File: config.mk
export PLATFORM = sky130hd
export DESIGN_NAME = chip_spreader
export DESIGN_NICKNAME = d
export VERILOG_FILES = /design/src/rtl/chip_spreader.sv
export SDC_FILE = /design/constraint.sdc
export NUM_CORES = 1
export LEC_CHECK = 0
export CORE_ASPECT_RATIO = 0.5
export CORE_MARGIN = 3
export CORE_UTILIZATION = 64
export CTS_CLUSTER_SIZE = 16
export DETAILED_ROUTE_END_ITERATION = 10
export GPL_ROUTABILITY_DRIVEN = 0
export PLACE_DENSITY_LB_ADDON = 0.15
export SLEW_MARGIN = 0
export SYNTH_ARGS = -nofsm -noshare
export SYNTH_HDL_FRONTEND = slang
export SYNTH_SLANG_ARGS = --single-unit
File: constraint.sdc
create_clock -name inClk -period 2.86 [get_ports inClk]
set_clock_uncertainty 0.15 [all_clocks]
set_input_delay 0.572 -clock inClk [delete_from_list [all_inputs] [get_ports inClk]]
set_output_delay 0.572 -clock inClk [all_outputs]
set_load 0.03 [all_outputs]
File: src/rtl/chip_spreader.sv
`default_nettype none
// ------------------------------------------------------------------------
// chip_spreader : 802.15.4 O-QPSK symbol-to-32-chip PN spreader, rev 1.0
// ------------------------------------------------------------------------
module chip_spreader #(
  parameter int CHIP_DIV = 1
) (
  input  logic       inClk,
  input  logic       inRst,
  input  logic [3:0] inSymbol,
  input  logic       inSymValid,
  output logic       outSymReady,
  output logic       outChip,
  output logic       outChipValid,
  output logic [4:0] outChipIdx,
  output logic       outSymDone
);

  localparam int                DIV_W    = (CHIP_DIV > 1) ? $clog2(CHIP_DIV) : 1;
  localparam logic [DIV_W-1:0]  DIV_LAST = DIV_W'(CHIP_DIV - 1);
  localparam logic [31:0]       PN_BASE  = 32'hD9C3522E;
  localparam logic [31:0]       ODD_MASK = 32'h55555555;

  typedef enum logic [0:0] {
    ST_IDLE   = 1'b0,
    ST_SPREAD = 1'b1
  } state_t;

  function automatic logic [31:0] pn_seq(input logic [3:0] s);
    logic [63:0] dbl;
    logic [31:0] rot;
    dbl = {PN_BASE, PN_BASE} >> {s[2:0], 2'b00};
    rot = dbl[31:0];
    return s[3] ? (rot ^ ODD_MASK) : rot;
  endfunction

  state_t           state_q, state_d;
  logic [3:0]       hold_q, hold_d;
  logic             empty_q, empty_d;
  logic [31:0]      shift_q, shift_d;
  logic [4:0]       idx_q, idx_d;
  logic [DIV_W-1:0] div_q, div_d;
  logic             done_q, done_d;
  logic             load;

  always_comb begin
    state_d = state_q;
    hold_d  = hold_q;
    empty_d = empty_q;
    shift_d = shift_q;
    idx_d   = idx_q;
    div_d   = div_q;
    load    = 1'b0;

    // Accept and load are mutually exclusive: one needs empty, the other full.
    if (inSymValid && empty_q) begin
      hold_d  = inSymbol;
      empty_d = 1'b0;
    end

    case (state_q)
      ST_IDLE: begin
        if (!empty_q) load = 1'b1;
      end
      ST_SPREAD: begin
        if (div_q == DIV_LAST) begin
          div_d   = '0;
          shift_d = {shift_q[30:0], 1'b0};
          if (idx_q == 5'd31) begin
            if (!empty_q) load = 1'b1;
            else          state_d = ST_IDLE;
          end else begin
            idx_d = idx_q + 5'd1;
          end
        end else begin
          div_d = div_q + DIV_W'(1);
        end
      end
      default: state_d = ST_IDLE;
    endcase

    if (load) begin
      shift_d = pn_seq(hold_q);
      idx_d   = 5'd0;
      div_d   = '0;
      empty_d = 1'b1;
      state_d = ST_SPREAD;
    end

    done_d = (state_d == ST_SPREAD) && (idx_d == 5'd31) && (div_d == DIV_LAST);
  end

  always_ff @(posedge inClk or posedge inRst) begin
    if (inRst) begin
      state_q <= ST_IDLE;
      hold_q  <= 4'd0;
      empty_q <= 1'b1;
      shift_q <= 32'd0;
      idx_q   <= 5'd0;
      div_q   <= '0;
      done_q  <= 1'b0;
    end else begin
      state_q <= state_d;
      hold_q  <= hold_d;
      empty_q <= empty_d;
      shift_q <= shift_d;
      idx_q   <= idx_d;
      div_q   <= div_d;
      done_q  <= done_d;
    end
  end

  assign outSymReady  = empty_q;
  assign outChip      = shift_q[31];
  assign outChipValid = (state_q == ST_SPREAD);
  assign outChipIdx   = idx_q;
  assign outSymDone   = done_q;

endmodule
`default_nettype wire

Word level (Yosys, flattened, before mapping)
Cells that the tools add are included.

storage, ports and cells
  ROM bits = 0
  bits of input ports = 7
  memory bits (writable) = 0
  register bits after elaboration = 45
  output and inout bits = 9
  memories kept = 0
  latch bits = 0
  word-level logic and storage cells = 43

operators by class
  bitwise gates (word level) = 3
  multipliers = 0
  multiplexer cells = 21
  shift operators = 1
  magnitude comparators = 0
  reduce and logical (&&, ||, !) cells = 6
  add/sub/neg operators = 2
  div/mod/pow operators = 0
  eq/ne operators = 3

operators with widths
  kind                                                   number
  two-way mux 32 bit                                     3
  >> shifter 64 x 5 -> 32 bit, first input constant      1
  two-way mux 31 bit                                     1
  two-way mux 5 bit                                      4
  inverter 16 bit                                        1
  two-way mux 1 bit                                      12
  == test 5 bit, second input constant                   2
  adder 5 x 1 -> 5 bit, second input constant            1
  nonzero test 2 bit                                     2
  logical AND 1 bit                                      3
  inequality test 2 x 1 -> 1 bit, second input constant  1
  inverter 1 bit                                         2
  one-hot mux 1 bit (2 select lines)                     1
  AND reduction 2 bit                                    1
  adder 1 bit, second input constant                     1

Logic depth before layout (Yosys ltp)
Gate-level depths: netlist (run 1).

  depth in word-level cells = 8
  depth in mapped cells = 7
  gate-level depth less buffers = 6

Worst setup path after synthesis (run 1)
Ideal clock, no wire load.

  kind = flip-flop to flip-flop
  start point = register idx_q[0], in the netlist outChipIdx[0]
  end point = register shift_q[17]
  library setup time = 0.135 ns
  period minus slack after synthesis = 2.026 ns
  slack = 0.834 ns
  path buffers = 2
  arrival = 1.742 ns
  data required time = 2.575 ns
  stages on the path, launching flop included = 8
  cells stage by stage = dfrtp_1 ha_1 nand4_2 o21a_1 buf_2 buf_6 o211ai_1 o211ai_1

on the way
  word-level cells in the longest chain between the ends = 6
  elaborated cells on any way between the ends = 8
  classes of those cells = eq/ne: 2; mux: 4; reduce/logical: 2

ends and longest elaborated chain
  element                                                                                RTL line  text
  from (decl)                                                                            41        logic [4:0] idx_q, idx_d;
  from (signal assigned)                                                                 107       idx_q <= idx_d;
  == test 5 bit *                                                                        69        if (idx_q == 5'd31) begin
  two-way mux 1 bit *                                                                    69
  two-way mux 1 bit *                                                                    66        if (div_q == DIV_LAST) begin
  one-hot mux 1 bit (2 select lines) *                                                   61        case (state_q)
  inequality test 2 x 1 -> 1 bit (no source line) or nonzero test 2 bit (tied branches)  -
  AND reduction 2 bit (no source line)                                                   -
  to (signal assigned)                                                                   106       shift_q <= shift_d;
  to (decl)                                                                              40        logic [31:0] shift_q, shift_d;

Mark *: on every way between the ends. The rest lies on a longest branch, timed or not.
A chain may end at the register's enable or synchronous reset.

Worst setup path after layout (run 1)
  start point = register empty_q, in the netlist outSymReady
  end point = output port outSymReady

RTL lines
  element                 RTL line  text
  from (decl)             39        logic empty_q, empty_d;
  from (signal assigned)  105       empty_q <= empty_d;
  to (decl)               12        output logic outSymReady,

No word-level cell between the ends.

==> impl_metrics.csv, run 1 <==
group,metric,value,unit
yosys,avgSynthCellArea,9.435,um2
timing,finalCritPeriodShare,87.37,%
critical_path,crit_fanout,16,
grt,grt_max_degree,46,
floorplan,initial_core_util,71.71,%
grt,antenna_found_initial,1,
drt,drt-initial-drc-count,201,
placed_design,dpl.hpwl,4.016,mm
timing,slew_viol_final,0,
flow_run,cap_violations,0,
drt,drc_errors,0,
cells_and_area,final_util,77.70,%
power_and_ir_drop,power_leakage,1.162,nW
clock_tree,insertion_delay,310,ps
cells_and_area,diodes,0,
critical_path,critPathRequiredTime,2140,ps
cells_and_area,fillers,257,
clock_tree,postCtsSetupRepairBufs,0,
critical_path,path_cells,"clkdlybuf4s50_1",
yosys,synth-edff-count,0,
yosys,syn_nets,295,
placed_design,port_buffers,15,
floorplan,die_h,51.51,um
critical_path,cp_slowest_stage_delay,730,ps
cells_and_area,final_cell_mix,"nand2_1 (50), dfrtp_1 (44), o211ai_1 (41)",
yosys,syn-instance-count,281,
drt,routed_wl,5.999,mm
timing,setup_viol,0,
clock_tree,cts_resized,0,
power_and_ir_drop,power_frac_seq,39.4,%
critical_path,worstSetupEndpointType,"primary output",
drt,viasPerCell,6.631,
clock_tree,cts.htree.levels,2,
power_and_ir_drop,p_sw,0.001358,W
yosys,ys_seq_area_share,42.52,%
drt,ant_nets,0,
clock_tree,path_clk_slew,90,ps
yosys,synth_seq_cells,45,
drt,met2WireLength,2.809,mm
power_and_ir_drop,sw_frac_of_total,43.59,%
drt,drt_first_pass_iters,5,
drt,drt-met1-wl,2.686,mm
yosys,synth-async-reset-ratio,100.0,%
timing,worstMarginPinSlew,867.5,ps
critical_path,slowest_stage,"dfstp_2",
critical_path,critPathBufInv,1,
drt,wl_per_cell,17.85,um
yosys,yosysUniqueCellTypes,41,
floorplan,die_area,4998,um2
clock_tree,cts_tree,"built",
grt,grt_first_pass_wirelength,10.60,mm
grt,grt_pass1_vias,2160,
power_and_ir_drop,power.density,1085,nW/um2
cells_and_area,fin_nets,298,
power_and_ir_drop,max-vdd-ir-drop,0.7249,mV
power_and_ir_drop,power_frac_comb,47.2,%
timing,slew_headroom,42.17,%
cells_and_area,layout-drive-gt1-share,8.772,%
run_status,outcome,"finished, final reports clean",
grt,grt_usage,26.99,%
cells_and_area,area_growth,8.353,%
yosys,synth_area,2651,um2
floorplan,rows,15,
floorplan,io-pin-count,16,
critical_path,start_kind,"flop",
timing,fin_tns_setup,0,ps
drt,wl_met3,417,um
cells_and_area,layout_commonest_cell,"nand2_1",
clock_tree,cts_root_buf,"clkbuf_8",
clock_tree,cts_sinks,45,
clock_tree,cts_made_buffers,5,
yosys,synth_warnings,0,
critical_path,crit_type,"flop to primary output",
floorplan,coreArea,3697,um2
critical_path,cp.arrival,1780,ps
timing,fmax,400.2,MHz
critical_path,crit_family,"flip-flops",
yosys,synth_top_flop_cell,"dfrtp_1",
timing,rsz0062_at_grt,"no",
timing,hold_viol_final,0,
timing,period_minus_slack,2499,ps
min_path,hold_path_class,"flop to flop",
power_and_ir_drop,p_clk_share,13.5,%
clock_tree,holdBufCountCts,0,
drt,vias,2228,
power_and_ir_drop,p_int,0.001758,W
drt,highest_layer,"met5",
grt,overflow,0,
floorplan,die_width,97.03,um
clock_tree,cts_buffer_depth,2,
worst paths after layout:
| check | from | end | slack, ps | depth (start not counted) |
|---|---|---|---|---|
| worst max-delay path | outSymReady | outSymReady | 360 | 1 |
| worst min-delay path | shift_q[12] | shift_q[12] | 350 | 2 |
| worst max register to register | hold_q[1] | shift_q[18] | 590 | 6 |
| worst min register to register | shift_q[12] | shift_q[12] | 350 | 2 |
| max in group asynchronous | inRst | hold_q[3] | 1520 | 3 |
| min in group asynchronous | inRst | outChipIdx[2] | 420 | 2 |
cell type report:
type	count	area, um2	share of cell area, %
multi-input cells	204	1363	47.43
flip-flops and latches	45	1127	39.24
repair buffers	22	202.7	7.056
clock buffers	7	86.33	3.005
well taps	51	63.81	2.221
inverters	6	22.52	0.7840
clock inverters	1	7.507	0.2613
power by group through the flow:
stage | Clock [W] | Combinational, W | Sequential (W)
after floorplan | 0 | 0.00114 | 0.00114
after global placement | 0 | 0.00140 | 0.00120
after detailed placement | 0 | 0.00145 | 0.00122
after CTS | 0.000418 | 0.00146 | 0.00121
after global routing | 0.000460 | 0.00163 | 0.00127
final | 0.000420 | 0.00147 | 0.00123
layer usage:
layer | track usage [%] | vias up
li1 | - | 1019
met1 | 36.01 | 1102
met2 | 45.32 | 93
met3 | 5.890 | 12
met4 | 7.692 | 2
met5 | 0 | -
Yosys cell counts (2+ instances only):
| master | instances | area (um2) |
|---|---|---|
| nand2_1 | 50 | 187.7 |
| dfrtp_1 | 44 | 1101 |
| o211ai_1 | 41 | 307.8 |
| o21ai_0 | 14 | 70.07 |
| buf_2 | 12 | 60.06 |
| xnor2_1 | 11 | 96.34 |
| clkbuf_1 | 10 | 37.54 |
| nand2b_1 | 10 | 62.56 |
| nor2_1 | 9 | 33.78 |
| o311ai_0 | 9 | 78.83 |
| a21oi_1 | 7 | 35.03 |
| ha_1 | 7 | 87.58 |
| xor2_1 | 7 | 61.31 |
| a21boi_0 | 6 | 45.04 |
| inv_1 | 6 | 22.52 |
| mux2_2 | 5 | 56.30 |
| nand4b_1 | 3 | 26.28 |
| buf_6 | 2 | 22.52 |
| mux2i_1 | 2 | 20.02 |
| o21a_1 | 2 | 15.01 |
| o311a_1 | 2 | 20.02 |
| o311ai_1 | 2 | 17.52 |
| or3_1 | 2 | 12.51 |
metrics by stage:
stage	total power (W)	hold slack [ps]	instance area, um2	cells	setup slack (ps)
2_1_floorplan	0.002282	300.1	2651	281	833.6
3_5_place_dp	0.002672	331.8	2779	328	667.4
5_1_grt	0.003361	376.9	2873	336	308.6
4_1_cts	0.003095	352.0	2873	336	377.7
6_report	0.003116	349.1	2873	336	361.3
3_3_place_gp	0.002603	322.8	2779	328	744.3
state kept, by name, indices dropped and copies added (netlist names):
name / count
outChipValid: 1
outSymDone: 1
div_q: 1
hold_q: 4
outSymReady: 1
outChipIdx: 5
shift_q: 32
kinds of logic after synthesis:
group                    after synthesis  share of synthesized area [%]
XOR/XNOR                              18                          5.946
multiplexers                           8                          3.398
buffers and inverters                 32                          6.088
AO/OA/AOI/OAI                         90                          24.59
AND/OR/NAND/NOR                       81                          14.16
adder cells (fa/ha/maj)                7                          3.303
flip-flops                            45                          42.52
Note: power is estimated with default switching activity, not from simulation.
==> run 2: changes to the inputs <==
Settings changed: ABC_AREA from default to 1, CORE_UTILIZATION 64 to 59, GPL_TIMING_DRIVEN from default to 0.
Clock period 2.86 ns to 2.65 ns, I/O delays scaled along.
==> run 2 against run 1 <==
Compared with the run above:
- synthesized cell count up 18%
- sequential cell count unchanged
- utilization is 6.9 points lower
- non-clock buffer count grew 7
- setup slack improved by 91 ps
- power grew 6.8%
- first-iteration DRC count up 61%
- final area down 0.35%
- sequential share of layout area rose by 0.14 points
- wire length decreased by 0.30%
- combinational power rose by 16%
- critical path type unchanged
==> impl_metrics.csv, run 2 <==
group,metric,value,unit
run_status,outcome,"finished, final reports clean",
cells_and_area,largest_reg_flops,32,
drt,met2WireLength,2.668,mm
yosys,synthTopCellsByArea,"dfrtp_1 (43%), nand2_1 (16%), xor2_1 (5.5%)",
clock_tree,cts_root_buf,"clkbuf_8",
grt,antenna_found_initial,0,
power_and_ir_drop,p_clk_share,12.3,%
critical_path,critPathRequiredTime,1970,ps
drt,highest_layer,"met4",
power_and_ir_drop,power_frac_comb,51.1,%
power_and_ir_drop,sw_frac_of_total,45.45,%
critical_path,r2r_start,"hold_q[0]",
yosys,avgSynthCellArea,7.742,um2
power_and_ir_drop,power_leakage,1.406,nW
floorplan,io-pin-count,16,
power_and_ir_drop,power.density,1162,nW/um2
cells_and_area,fillers,326,
floorplan,rows,16,
clock_tree,cts.htree.levels,2,
grt,grt_usage,24.96,%
drt,wl_per_cell,14.66,um
yosys,synth_top_area_share,42.97,%
critical_path,r2r_setup_slack,580,ps
timing,fin_tns_setup,0,ps
power_and_ir_drop,power_frac_seq,36.6,%
cells_and_area,top_register,"shift_q",
critical_path,crit_fanout,4,
drt,drt-initial-drc-count,324,
clock_tree,insertion_delay,300,ps
grt,grt_first_pass_wirelength,10.07,mm
min_path,hold_path_class,"flop to flop",
critical_path,worstSetupEndpointType,"primary output",
min_path,hold_depth,2,
drt,ant_nets,0,
critical_path,critPathBufInv,1,
clock_tree,cts_tree,"built",
cells_and_area,fin_nets,367,
critical_path,start_kind,"flop",
yosys,yosysMostFrequentCell,"nand2_1",
yosys,synth-edff-count,0,
floorplan,die_width,99.20,um
min_path,min_to,"shift_q[19]",
critical_path,worstReg2RegEnd,"shift_q[10]",
critical_path,cp.arrival,1520,ps
timing,fmax,455.0,MHz
yosys,syn-instance-count,331,
clock_tree,holdBufCountCts,0,
yosys,synth_top_flop_cell,"dfrtp_1",
placed_design,port_buffers,15,
timing,worstMarginPinSlew,913.3,ps
drt,routed_wl,5.981,mm
yosys,synth_warnings,0,
drt,drc_errors,0,
critical_path,path_cells,"clkdlybuf4s50_1",
cells_and_area,area_growth,11.72,%
cells_and_area,fin_cells,408,
critical_path,slowest_stage,"clkdlybuf4s50_1",
yosys,syn_nets,345,
cells_and_area,layout_commonest_cell,"nand2_1",
drt,drt-met1-wl,2.775,mm
critical_path,crit_type,"flop to primary output",
clock_tree,path_clk_slew,80,ps
yosys,synth-async-reset-ratio,100.0,%
min_path,min-delay-start,"shift_q[19]",
clock_tree,cts_buffer_depth,2,
power_and_ir_drop,p_int,0.001815,W
grt,overflow,0,
clock_tree,cts_made_buffers,5,
drt,drt_first_pass_iters,5,
grt,grt_pass1_vias,2129,
timing,rsz0062_at_grt,"no",
yosys,yosysUniqueCellTypes,29,
timing,hold_viol_final,0,
power_and_ir_drop,max-vdd-ir-drop,0.7038,mV
floorplan,coreArea,4044,um2
timing,finalCritPeriodShare,82.94,%
yosys,yosysTopAreaCell,"dfrtp_1",
placed_design,place_inst,400,
cells_and_area,diodes,0,
drt,wl_met3,474,um
critical_path,crit_family,"buffers and inverters",
timing,period_minus_slack,2198,ps
grt,grt_max_degree,46,
yosys,synth_seq_cells,45,
drt,viasPerCell,5.534,
yosys,synth_common_cells,"nand2_1 (107), dfrtp_1 (44), nor2_1 (30)",
yosys,synth_area,2562,um2
timing,slew_headroom,39.03,%
clock_tree,cts_resized,0,
critical_path,reg2regPathDepth,9,
clock_tree,cts_sinks,45,
clock_tree,postCtsSetupRepairBufs,0,
placed_design,dpl.hpwl,4.316,mm
flow_run,cap_violations,0,
power_and_ir_drop,p_sw,0.001512,W
yosys,ys_seq_area_share,43.99,%
timing,slew_viol_final,0,
floorplan,die_h,52.60,um
timing,setup_viol,0,
drt,vias,2258,
floorplan,initial_core_util,63.37,%
floorplan,die_area,5218,um2
cells_and_area,layout-drive-gt1-share,10.73,%
critical_path,cp_slowest_stage_delay,670,ps
cells_and_area,final_cell_mix,"nand2_1 (107), dfrtp_1 (44), nor2_1 (30)",
==> run 2: cells by family (layout without fill, tap and decap cells) <==
logic type,count (synthesis),count (layout),share of synthesized area [%]
buffers and inverters,35,58,7.128
XOR/XNOR,16,16,5.469
adder cells (fa/ha/maj),7,7,3.418
flip-flops,45,45,43.99
AND/OR/NAND/NOR,158,158,25.54
AO/OA/AOI/OAI,70,70,14.45
==> run 2: final cells by class <==
cell class	count	area (um2)	area share, %
multi-input cells	251	1252	43.75
flip-flops and latches	45	1127	39.38
repair buffers	15	150.1	5.245
plain buffers	14	103.9	3.628
inverters	21	78.83	2.753
clock buffers	6	72.57	2.535
well taps	54	67.56	2.360
clock inverters	2	10.01	0.3496
==> run 2: worst max path at each step <==
stage | end | slack [ps] | start | cells after the start
floorplan | shift_q[31] | 820 | outChipIdx[0] | 9
global placement | shift_q[19] | 80 | inRst | 2
detailed placement | shift_q[10] | 680 | hold_q[0] | 9
CTS | outSymReady | 440 | outSymReady | 1
global route | outSymReady | 410 | outSymReady | 1
finish | outSymReady | 450 | outSymReady | 1
==> run 2: power groups by stage <==
stage          clock, W  sequential (W)  combinational [W]
2_1_floorplan         0         0.00127            0.00117
3_3_place_gp          0         0.00120            0.00163
3_5_place_dp          0         0.00122            0.00167
4_1_cts        0.000421         0.00121            0.00168
5_1_grt        0.000446         0.00125            0.00189
6_report       0.000409         0.00122            0.00170
==> run 2: per-layer routing <==
metal  GRT usage [%]  vias to the layer above
met5               0                        -
met3           5.179                       10
li1                -                     1104
met1           33.31                     1046
met4           6.576                        0
met2           42.00                       98
==> run 2: through the flow <==
step	worst slack, ps	hold WS [ps]	power [W]	cell area, um2	util, %
2_1_floorplan	822.2	293.8	0.002434	2562	-
3_3_place_gp	83.65	306.6	0.002832	2780	68.75
3_5_place_dp	683.9	314.5	0.002889	2780	68.75
4_1_cts	436.5	333.9	0.003313	2863	70.79
5_1_grt	411.1	353.1	0.003587	2863	70.79
6_report	452.1	331.8	0.003328	2863	70.79
==> run 3: changes to the inputs <==
Clock period 2.65 ns to 2.05 ns, I/O delays scaled along.
==> run 3 against run 2 <==
Compared with the run above:
- setup slack got worse by 390 ps
- die area did not move
- final cell count did not move
- sequential power rose by 30%
- worst hold slack barely moved
- via count rose by 0.71%
- power rose by 30%
- final area rose by 0.22%
- critical path depth did not move
==> impl_metrics.csv, run 3 (same netlist as run 2, synthesis figures left out) <==
group,metric,value,unit
run_status,outcome,"finished, final reports clean",
grt,met3_usage,5.179,%
timing,slew_viol_final,0,
critical_path,crit_fanout,4,
cells_and_area,diodes,0,
timing,slew_headroom,39.05,%
power_and_ir_drop,power_frac_comb,51.1,%
grt,grt_first_pass_wirelength,10.07,mm
power_and_ir_drop,sw_frac_of_total,45.66,%
floorplan,io-pin-count,16,
flow_run,cap_violations,0,
grt,grt_usage,24.96,%
floorplan,die_area,5218,um2
critical_path,cp_slowest_stage_delay,710,ps
floorplan,die_h,52.60,um
clock_tree,holdBufCountCts,0,
critical_path,critPathRequiredTime,1490,ps
cells_and_area,largest_reg_flops,32,
clock_tree,cts_buffer_depth,2,
drt,viasPerCell,5.574,
drt,vias,2274,
drt,drc_errors,0,
clock_tree,cts_tree,"built",
power_and_ir_drop,p_sw,0.001971,W
grt,antenna_found_initial,0,
drt,ant_nets,0,
critical_path,slowest_stage,"clkdlybuf4s50_1",
placed_design,port_buffers,15,
clock_tree,insertion_delay,300,ps
cells_and_area,area_growth,11.96,%
clock_tree,cts_root_buf,"clkbuf_8",
critical_path,cp.arrival,1430,ps
critical_path,crit_type,"flop to primary output",
timing,setup_ws,62.80,ps
power_and_ir_drop,power_leakage,1.424,nW
critical_path,critPathBufInv,1,
timing,fmax,503.2,MHz
drt,drt-initial-drc-count,330,
drt,drt_first_pass_iters,5,
clock_tree,path_clk_slew,80,ps
timing,finalCritPeriodShare,96.94,%
placed_design,place_ws,83.91,ps
cells_and_area,fillers,324,
power_and_ir_drop,max-vdd-ir-drop,0.8834,mV
timing,fin_tns_setup,0,ps
grt,grt_pass1_vias,2129,
placed_design,dpl.hpwl,4.316,mm
timing,period_minus_slack,1987,ps
timing,rsz0062_at_grt,"no",
floorplan,coreArea,4044,um2
floorplan,rows,16,
cells_and_area,layout-drive-gt1-share,11.86,%
timing,setup_viol,0,
timing,hold_viol_final,0,
clock_tree,postCtsSetupRepairBufs,0,
cells_and_area,top_register,"shift_q",
clock_tree,cts_made_buffers,5,
drt,routed_wl,6.006,mm
floorplan,die_width,99.20,um
cells_and_area,final_cell_mix,"nand2_1 (107), dfrtp_1 (42), nor2_1 (30)",
timing,worstMarginPinSlew,912.9,ps
critical_path,crit_family,"buffers and inverters",
power_and_ir_drop,p_clk_share,12.3,%
grt,grtUsageMet1,33.31,%
power_and_ir_drop,power_frac_seq,36.6,%
clock_tree,cts_sinks,45,
clock_tree,cts.htree.levels,2,
grt,top_usage_layer,"met2",
grt,grt_use_met2,42.00,%
floorplan,initial_core_util,63.37,%
grt,grt_max_degree,46,
cells_and_area,fin_nets,367,
cells_and_area,layout_commonest_cell,"nand2_1",
critical_path,start_kind,"flop",
critical_path,path_cells,"clkdlybuf4s50_1",
min_path,hold_depth,2,
drt,wl_per_cell,14.72,um
power_and_ir_drop,power.density,1504,nW/um2
grt,overflow,0,
power_and_ir_drop,p_int,0.002345,W
cells_and_area,seqCellArea,1130,um2
critical_path,reg2regPathDepth,9,
min_path,hold_path_class,"flop to flop",
critical_path,worstSetupPathDepth,1,
critical_path,worstSetupEndpointType,"primary output",
timing,holdWs,331.8,ps
cells_and_area,multi_input_area,1252,um2
-- run 3: layout make-up --
| cell class | instances | share of cell area (%) |
|---|---|---|
| multi-input cells | 251 | 43.65 |
| flip-flops and latches | 45 | 39.38 |
| repair buffers | 15 | 5.364 |
| plain buffers | 14 | 3.620 |
| inverters | 21 | 2.747 |
| clock buffers | 6 | 2.529 |
| well taps | 54 | 2.355 |
| clock inverters | 2 | 0.3489 |
-- run 3: path summary, 6_finish.rpt --
check	from	to	slack (ps)
min in group asynchronous	inRst	shift_q[6]	460
max in group asynchronous	inRst	hold_q[1]	640
min reg2reg	shift_q[10]	shift_q[10]	330
min	shift_q[10]	shift_q[10]	330
max reg2reg	hold_q[1]	shift_q[10]	120
max	outChipIdx[1]	outChipIdx[1]	60
-- run 3: power by group through the flow --
stage	combinational (W)	sequential, W	clock [W]
6_report	0.00221	0.00158	0.000532
5_1_grt	0.00244	0.00162	0.000577
4_1_cts	0.00217	0.00156	0.000544
3_5_place_dp	0.00216	0.00157	0
3_3_place_gp	0.00210	0.00156	0
2_1_floorplan	0.00151	0.00164	0
-- run 3: metal layers --
metal  wire [um]  part of all wire, %
met1        2787                   46
met2        2710                   45
met3         445                  7.4
met4          63                  1.0
met5           0                    0
-- run 3: stage by stage --
step | cell area (um2) | total power (W) | cells | utilization (%)
finish | 2869 | 0.004316 | 408 | 70.95
CTS | 2861 | 0.004277 | 408 | 70.76
detailed placement | 2780 | 0.003734 | 400 | 68.75
floorplan | 2562 | 0.003147 | 331 | -
global placement | 2780 | 0.003661 | 400 | 68.75
global route | 2869 | 0.004637 | 408 | 70.95
-- run 3: what timing repair did --
item,4_1_cts,5_1_grt
gates resized for setup,1,6
endpoints found under the setup margin,1,10
pin swaps,0,0
